$ cat config.mk
export PLATFORM = sky130hd
export DESIGN_NAME = status_frame_receiver
export DESIGN_NICKNAME = d
export VERILOG_FILES = /design/src/rtl/greenhouse_status_pkg.sv /design/src/rtl/uart_rx_byte.sv /design/src/rtl/status_frame_receiver.sv
export SDC_FILE = /design/constraint.sdc
export NUM_CORES = 1
export LEC_CHECK = 0
export ABC_AREA = 1
export ABC_CLOCK_PERIOD_IN_PS = 5000
export BUFFER_PORTS_ARGS = -buffer_cell sky130_fd_sc_hd__clkbuf_2
export CORE_ASPECT_RATIO = 1.25
export CORE_MARGIN = 2
export CORE_UTILIZATION = 48
export CTS_CLUSTER_DIAMETER = 60
export DETAILED_ROUTE_END_ITERATION = 8
export PLACE_DENSITY = 0.63
export SYNTH_ARGS = -nofsm -noshare
export SYNTH_HDL_FRONTEND = slang
export SYNTH_HIERARCHICAL = 1
export SYNTH_SLANG_ARGS = --single-unit
$ cat constraint.sdc
create_clock -name CLOCK_50 -period 5 [get_ports CLOCK_50]
set_clock_uncertainty 0.05 [all_clocks]
set_input_delay 1.25 -clock CLOCK_50 [delete_from_list [all_inputs] [get_ports CLOCK_50]]
set_output_delay 1.25 -clock CLOCK_50 [all_outputs]
set_load 0.02 [all_outputs]
$ cat src/rtl/greenhouse_status_pkg.sv
// Shared constants and state types for the greenhouse status frame receiver.
package greenhouse_status_pkg;

    localparam logic [7:0] SYNC_BYTE  = 8'hA5;
    localparam logic [7:0] CHECK_MASK = 8'hFF;

    typedef enum logic [1:0] {
        PK_SYNC,
        PK_DATA,
        PK_CHECK
    } pk_state_t;

    typedef enum logic [1:0] {
        RX_IDLE,
        RX_START,
        RX_DATA,
        RX_STOP
    } rx_state_t;

    // Bit period in clock cycles, rounded to the nearest integer.
    function automatic int unsigned calc_bit_div(input int unsigned clk_hz,
                                                 input int unsigned baud);
        return (clk_hz + baud / 2) / baud;
    endfunction

endpackage

$ cat src/rtl/uart_rx_byte.sv
// 8N1 byte receiver: 2-FF input synchronizer, mid-bit sampling bit FSM and
// baud down-counter. Delivers one byte per frame with a valid pulse, or a
// stop_err pulse when the stop bit samples low.
//
// state    | meaning
// ---------+---------------------------------------------------------
// RX_IDLE  | line idle, waiting for a low level on the synced line
// RX_START | half a bit period into the start bit, glitch re-check
// RX_DATA  | sampling 8 data bits LSB-first, one per bit period
// RX_STOP  | one sample of the stop bit, then straight back to idle
module uart_rx_byte
    import greenhouse_status_pkg::*;
#(
    parameter int unsigned BIT_DIV = 5208
) (
    input  logic       clk_i,
    input  logic       rst_n_i,
    input  logic       rx_i,
    output logic [7:0] byte_o,
    output logic       byte_valid_o,
    output logic       stop_err_o
);

    localparam int CW = $clog2(BIT_DIV + 1);
    localparam logic [CW-1:0] FULL_LAST = CW'(BIT_DIV - 1);
    localparam logic [CW-1:0] HALF_LAST = CW'(BIT_DIV / 2 - 1);

    logic          rx_meta_q;
    logic          rx_sync_q;
    rx_state_t     state_q;
    logic [CW-1:0] cnt_q;
    logic [2:0]    bit_idx_q;
    logic [7:0]    shift_q;
    logic          valid_q;
    logic          err_q;

    // Two-flop synchronizer; resets to the idle-high line level.
    always_ff @(posedge clk_i or negedge rst_n_i) begin
        if (!rst_n_i) begin
            rx_meta_q <= 1'b1;
            rx_sync_q <= 1'b1;
        end else begin
            rx_meta_q <= rx_i;
            rx_sync_q <= rx_meta_q;
        end
    end

    // Bit FSM with terminal-count sampling and registered result pulses.
    always_ff @(posedge clk_i or negedge rst_n_i) begin
        if (!rst_n_i) begin
            state_q   <= RX_IDLE;
            cnt_q     <= '0;
            bit_idx_q <= 3'd0;
            shift_q   <= 8'h00;
            valid_q   <= 1'b0;
            err_q     <= 1'b0;
        end else begin
            valid_q <= 1'b0;
            err_q   <= 1'b0;
            case (state_q)
                RX_IDLE: begin
                    if (!rx_sync_q) begin
                        state_q <= RX_START;
                        cnt_q   <= HALF_LAST;
                    end
                end
                RX_START: begin
                    if (cnt_q == '0) begin
                        if (rx_sync_q) begin
                            state_q <= RX_IDLE;
                        end else begin
                            state_q   <= RX_DATA;
                            cnt_q     <= FULL_LAST;
                            bit_idx_q <= 3'd0;
                        end
                    end else begin
                        cnt_q <= cnt_q - 1'b1;
                    end
                end
                RX_DATA: begin
                    if (cnt_q == '0) begin
                        shift_q <= {rx_sync_q, shift_q[7:1]};
                        cnt_q   <= FULL_LAST;
                        if (bit_idx_q == 3'd7) begin
                            state_q <= RX_STOP;
                        end else begin
                            bit_idx_q <= bit_idx_q + 3'd1;
                        end
                    end else begin
                        cnt_q <= cnt_q - 1'b1;
                    end
                end
                RX_STOP: begin
                    if (cnt_q == '0) begin
                        valid_q <= rx_sync_q;
                        err_q   <= ~rx_sync_q;
                        state_q <= RX_IDLE;
                    end else begin
                        cnt_q <= cnt_q - 1'b1;
                    end
                end
                default: state_q <= RX_IDLE;
            endcase
        end
    end

    assign byte_o       = shift_q;
    assign byte_valid_o = valid_q;
    assign stop_err_o   = stop_err_q_unused_guard(err_q);

    function automatic logic stop_err_q_unused_guard(input logic e);
        return e;
    endfunction

endmodule

$ cat src/rtl/status_frame_receiver.sv
// Greenhouse sensor status receiver: validates sync/data/check packets from
// uart_rx_byte and presents the latest 4-bit status for the display side.
// Optional link-stale timeout is built when STATUS_TIMEOUT_EN is defined;
// otherwise STATUS_STALE is tied low.
//
// state    | meaning
// ---------+---------------------------------------------------------
// PK_SYNC  | hunting for the sync byte, other bytes ignored
// PK_DATA  | next byte is the data byte (a sync value is data here)
// PK_CHECK | next byte must be the inverted data byte
module status_frame_receiver
    import greenhouse_status_pkg::*;
#(
    parameter int unsigned CLK_HZ      = 50000000,
    parameter int unsigned BAUD        = 9600,
    parameter logic [3:0]  MODULE_ID   = 4'd1,
    parameter int unsigned TIMEOUT_CYC = 100000000
) (
    input  logic       CLOCK_50,
    input  logic       RESET_N,
    input  logic       RX,
    output logic [3:0] MODULE_STATUS,
    output logic       STATUS_UPDATE,
    output logic       HAVE_STATUS,
    output logic       FRAME_ERR,
    output logic [7:0] ERR_COUNT,
    output logic       STATUS_STALE
);

    localparam int unsigned BIT_DIV = calc_bit_div(CLK_HZ, BAUD);

    // Reject builds the 27-bit timeout counter or the baud counter cannot serve.
    if (TIMEOUT_CYC < 2 || TIMEOUT_CYC > 32'h0800_0000 || BIT_DIV < 2) begin : g_param_check
        $error("status_frame_receiver: unsupported TIMEOUT_CYC or BIT_DIV");
    end

    logic [7:0] rx_byte;
    logic       rx_valid;
    logic       rx_stop_err;

    uart_rx_byte #(
        .BIT_DIV (BIT_DIV)
    ) u_rx (
        .clk_i        (CLOCK_50),
        .rst_n_i      (RESET_N),
        .rx_i         (RX),
        .byte_o       (rx_byte),
        .byte_valid_o (rx_valid),
        .stop_err_o   (rx_stop_err)
    );

    pk_state_t  pk_state_q;
    logic [7:0] data_q;
    logic [3:0] status_q;
    logic       update_q;
    logic       have_q;
    logic       frame_err_q;
    logic [7:0] err_cnt_q;

    logic check_ok_d;
    logic accept_d;
    logic err_d;

    // Check-byte evaluation for the byte being delivered this cycle.
    always_comb begin
        check_ok_d = (rx_byte == (data_q ^ CHECK_MASK));
        accept_d   = rx_valid && (pk_state_q == PK_CHECK) && check_ok_d
                     && (data_q[7:4] == MODULE_ID);
        err_d      = rx_stop_err
                     || (rx_valid && (pk_state_q == PK_CHECK) && !check_ok_d);
    end

    // Packet FSM, status register and saturating error counter.
    always_ff @(posedge CLOCK_50 or negedge RESET_N) begin
        if (!RESET_N) begin
            pk_state_q  <= PK_SYNC;
            data_q      <= 8'h00;
            status_q    <= 4'h0;
            update_q    <= 1'b0;
            have_q      <= 1'b0;
            frame_err_q <= 1'b0;
            err_cnt_q   <= 8'h00;
        end else begin
            update_q    <= accept_d;
            frame_err_q <= err_d;
            if (err_d && (err_cnt_q != 8'hFF)) begin
                err_cnt_q <= err_cnt_q + 8'd1;
            end
            if (accept_d) begin
                status_q <= data_q[3:0];
                have_q   <= 1'b1;
            end
            if (rx_stop_err) begin
                pk_state_q <= PK_SYNC;
            end else if (rx_valid) begin
                case (pk_state_q)
                    PK_SYNC:  if (rx_byte == SYNC_BYTE) pk_state_q <= PK_DATA;
                    PK_DATA: begin
                        data_q     <= rx_byte;
                        pk_state_q <= PK_CHECK;
                    end
                    PK_CHECK: pk_state_q <= PK_SYNC;
                    default:  pk_state_q <= PK_SYNC;
                endcase
            end
        end
    end

`ifdef STATUS_TIMEOUT_EN
    localparam logic [26:0] TO_LAST = 27'(TIMEOUT_CYC - 1);

    logic [26:0] to_cnt_q;
    logic        stale_q;

    // Link timeout: counts from reset, restarts on every accepted packet.
    always_ff @(posedge CLOCK_50 or negedge RESET_N) begin
        if (!RESET_N) begin
            to_cnt_q <= 27'd0;
            stale_q  <= 1'b0;
        end else if (accept_d) begin
            to_cnt_q <= 27'd0;
            stale_q  <= 1'b0;
        end else if (to_cnt_q == TO_LAST) begin
            stale_q  <= 1'b1;
        end else begin
            to_cnt_q <= to_cnt_q + 27'd1;
        end
    end

    assign STATUS_STALE = stale_q;
`else
    assign STATUS_STALE = 1'b0;
`endif

    assign MODULE_STATUS = status_q;
    assign STATUS_UPDATE = update_q;
    assign HAVE_STATUS   = have_q;
    assign FRAME_ERR     = frame_err_q;
    assign ERR_COUNT     = err_cnt_q;

endmodule

==> results.cfg <==
[floorplan]
die-area_sq_mm = 0.00720
fp.dieW_microns = 76.3
core_sq_mm = 0.00625
fp-row-count = 32
start_util_pct = 50.2
die_y_microns = 94.4
io_pins = 19

[synth]
yosys.area_share.simple_pct = 34.4
synth_edf_count = 0
seq_area_frac_synth_pct = 44.0
synthFlopType = dfrtp_1
synth_top_family_by_area = simple AND/OR/NAND/NOR gates
synth_mux_area_share_pct = 0.359
synth_async_sr_flop_share_pct = 100
ys_types = 36
synth.avg_cell_area_sq_um = 7.59
synth.net_count = 426
yosys.area_share.adder_pct = 3.99
ys_ff_latch = 55
synth.cell_area_sq_mm = 0.00314
synth-xor-area-share_pct = 2.79
syn_inst = 413
synth_compound_area_share_pct = 7.30
yosysWarningCount = 6

[clock_tree]
cts_tree = done
cts_resized = 0
worstSkewPairLatency_ps = 320
cts_buffers = 5
cts_hold_buf = 0
ctsHtreeMaxLevel = 2
clock_sinks = 55
path_clk_slew_ps = 110
root_buffer = clkbuf_8
clockBufferDepth = 2
postCtsSetupBuffers = 0

[global_routing]
antenna_found_initial = 0
overflow = 0
grt_pass1_wl_microns = 10600
grt_pass1_vias = 2472
grt_max_degree = 56
groute.usage.overall_pct = 18.2

[route]
drtPass1Iterations = 4
num_vias = 2539
routedWlPerCell_microns = 11.3
ant_nets = 0
vias_per_cell = 4.89
route.detailed.drc = 0
drt-total-wl_microns = 5880
drt-initial-drc-count = 88

[timing]
hold_slack_ps = 310
final.min_clock_period_ps = 2290
finalHoldViolCount = 0
tightest_slew_ps = 689
relSlewSlack_pct = 54.0
min_period_over_period_pct = 45.8
rsz0062_at_grt = false
setup_viol = 0
fmax_mhz = 437
setup_ws_ps = 2710
timing.setup.tns_ps = 0
slew_viol_final = 0

[final_layout]
stdcell_area_sq_mm = 0.00339
fin_nets = 446
drive_gt1_share_pct = 13.6
antennaDiodeCount = 0
utilization_pct = 54.2
regArea_sq_mm = 0.00138
stdcell_count = 519
multi_input_area_sq_mm = 0.00154
n_fill_cell = 624
syn_to_final_growth_pct = 8.06

[pwr]
leakage_nw = 1.76
power.density_mw_per_mm2 = 211
peakVddDrop_mv = 0.108
total_power_uw = 716

[placed_design]
routabilityCongestion = 0.851
place_inst = 511
placed_area_sq_mm = 0.00330
place_ws_ps = 2990
io_buffers = 17
hpwl_microns = 4290

[worst_setup_path]
critPathTopFamily = flip-flops
arrival_ps = 990
cp_max_fo = 6
cpMaxStageDelayCell = dfrtp_1
max_stage_delay_ps = 460
crit_buf_inv = 1
path_cells = clkbuf_2
cp.required_ps = 3700
startpoint_type = register
cp-end-kind = output pin
worstSetupPathType = reg2out

[outcome]
status = finished clean

[job]
maxCapViolations = 0

[worst_hold_path]
hold_class = reg2reg
==> final timing paths <==
kind | start | end | slack (ps) | cells after the start
max | ERR_COUNT[5] | ERR_COUNT[5] | 2710 | 1
min | u_rx/rx_meta_q | u_rx/rx_sync_q | 310 | 0
max reg2reg | u_rx/state_q[0] | u_rx/bit_idx_q[2] | 2990 | 8
min reg2reg | u_rx/rx_meta_q | u_rx/rx_sync_q | 310 | 0
max in group asynchronous | RESET_N | u_rx/byte_o[6] | 3430 | 2
min in group asynchronous | RESET_N | data_q[2] | 980 | 2
==> metal layers <==
metal  wire length (microns)  GRT usage [%]
met5                       0              0
met4                     168           8.33
met3                     154           2.77
met2                    2920           33.6
met1                    2630           21.0
==> logic make-up (layout without fill, tap and decap cells) <==
kind of cell             after synthesis  in the layout
AND/OR/NAND/NOR                      242            242
flip-flops                            55             55
buffers and inverters                 54             75
AO/OA/AOI/OAI                         40             40
adder cells (fa/ha/maj)               10             10
XOR/XNOR                              10             10
other                                  1              1
multiplexers                           1              1
==> sequential cells by signal (all words and copies together) (netlist names), 2 cells and up, named ones only <==
name / count
data_q: 8
pk_state_q: 2
u_rx/cnt_q: 13
ERR_COUNT: 8
MODULE_STATUS: 4
u_rx/bit_idx_q: 3
u_rx/byte_o: 8
==> synthesized netlist by cell type (3+ instances only) <==
cell | n | share of area (%)
xor2_1 | 9 | 2.5
nand2_2 | 3 | 0.60
o21ai_2 | 4 | 1.1
nor2_1 | 39 | 4.7
dfrtp_1 | 53 | 42
nand3_1 | 24 | 3.8
a21oi_1 | 7 | 1.1
nand4_1 | 7 | 1.4
inv_2 | 4 | 0.48
nor2_2 | 6 | 1.2
o21ai_0 | 25 | 4.0
nor3_1 | 4 | 0.64
nand2_1 | 145 | 17
inv_1 | 45 | 5.4
nand2_4 | 3 | 1.1
ha_1 | 10 | 4.0
==> power breakdown <==
group          internal, mW  total [mW]  switching [mW]
logic               0.00174      0.0116         0.00985
clock network         0.101       0.257           0.156
registers             0.446       0.447        0.000810
total                 0.549       0.716           0.167
==> area by class of cell <==
cell class                      count  share of cell area, %
Multi-Input combinational cell    304                   45.3
Sequential cell                    55                   40.7
Inverter                           49                   5.43
Tap cell                           85                   3.14
Timing Repair Buffer               18                   2.73
Clock buffer                        5                   2.03
Clock inverter                      3                  0.665
==> layout by cell type, fill, tap and decap left out, drive strengths merged <==
cell type,n
nand3,26
nand3b,2
o21ai,29
xor2,9
nor3,5
nor2,47
o21bai,1
dfstp,2
xnor2,1
clkbuf,22
a21boi,1
nand4,8
mux2,1
nor3b,1
dfrtp,53
ha,10
clkinv,2
o22ai,1
or2,2
nand2,151
a21oi,8
conb,1
buf,1
inv,50
Note: power is estimated with default switching activity, not from simulation.
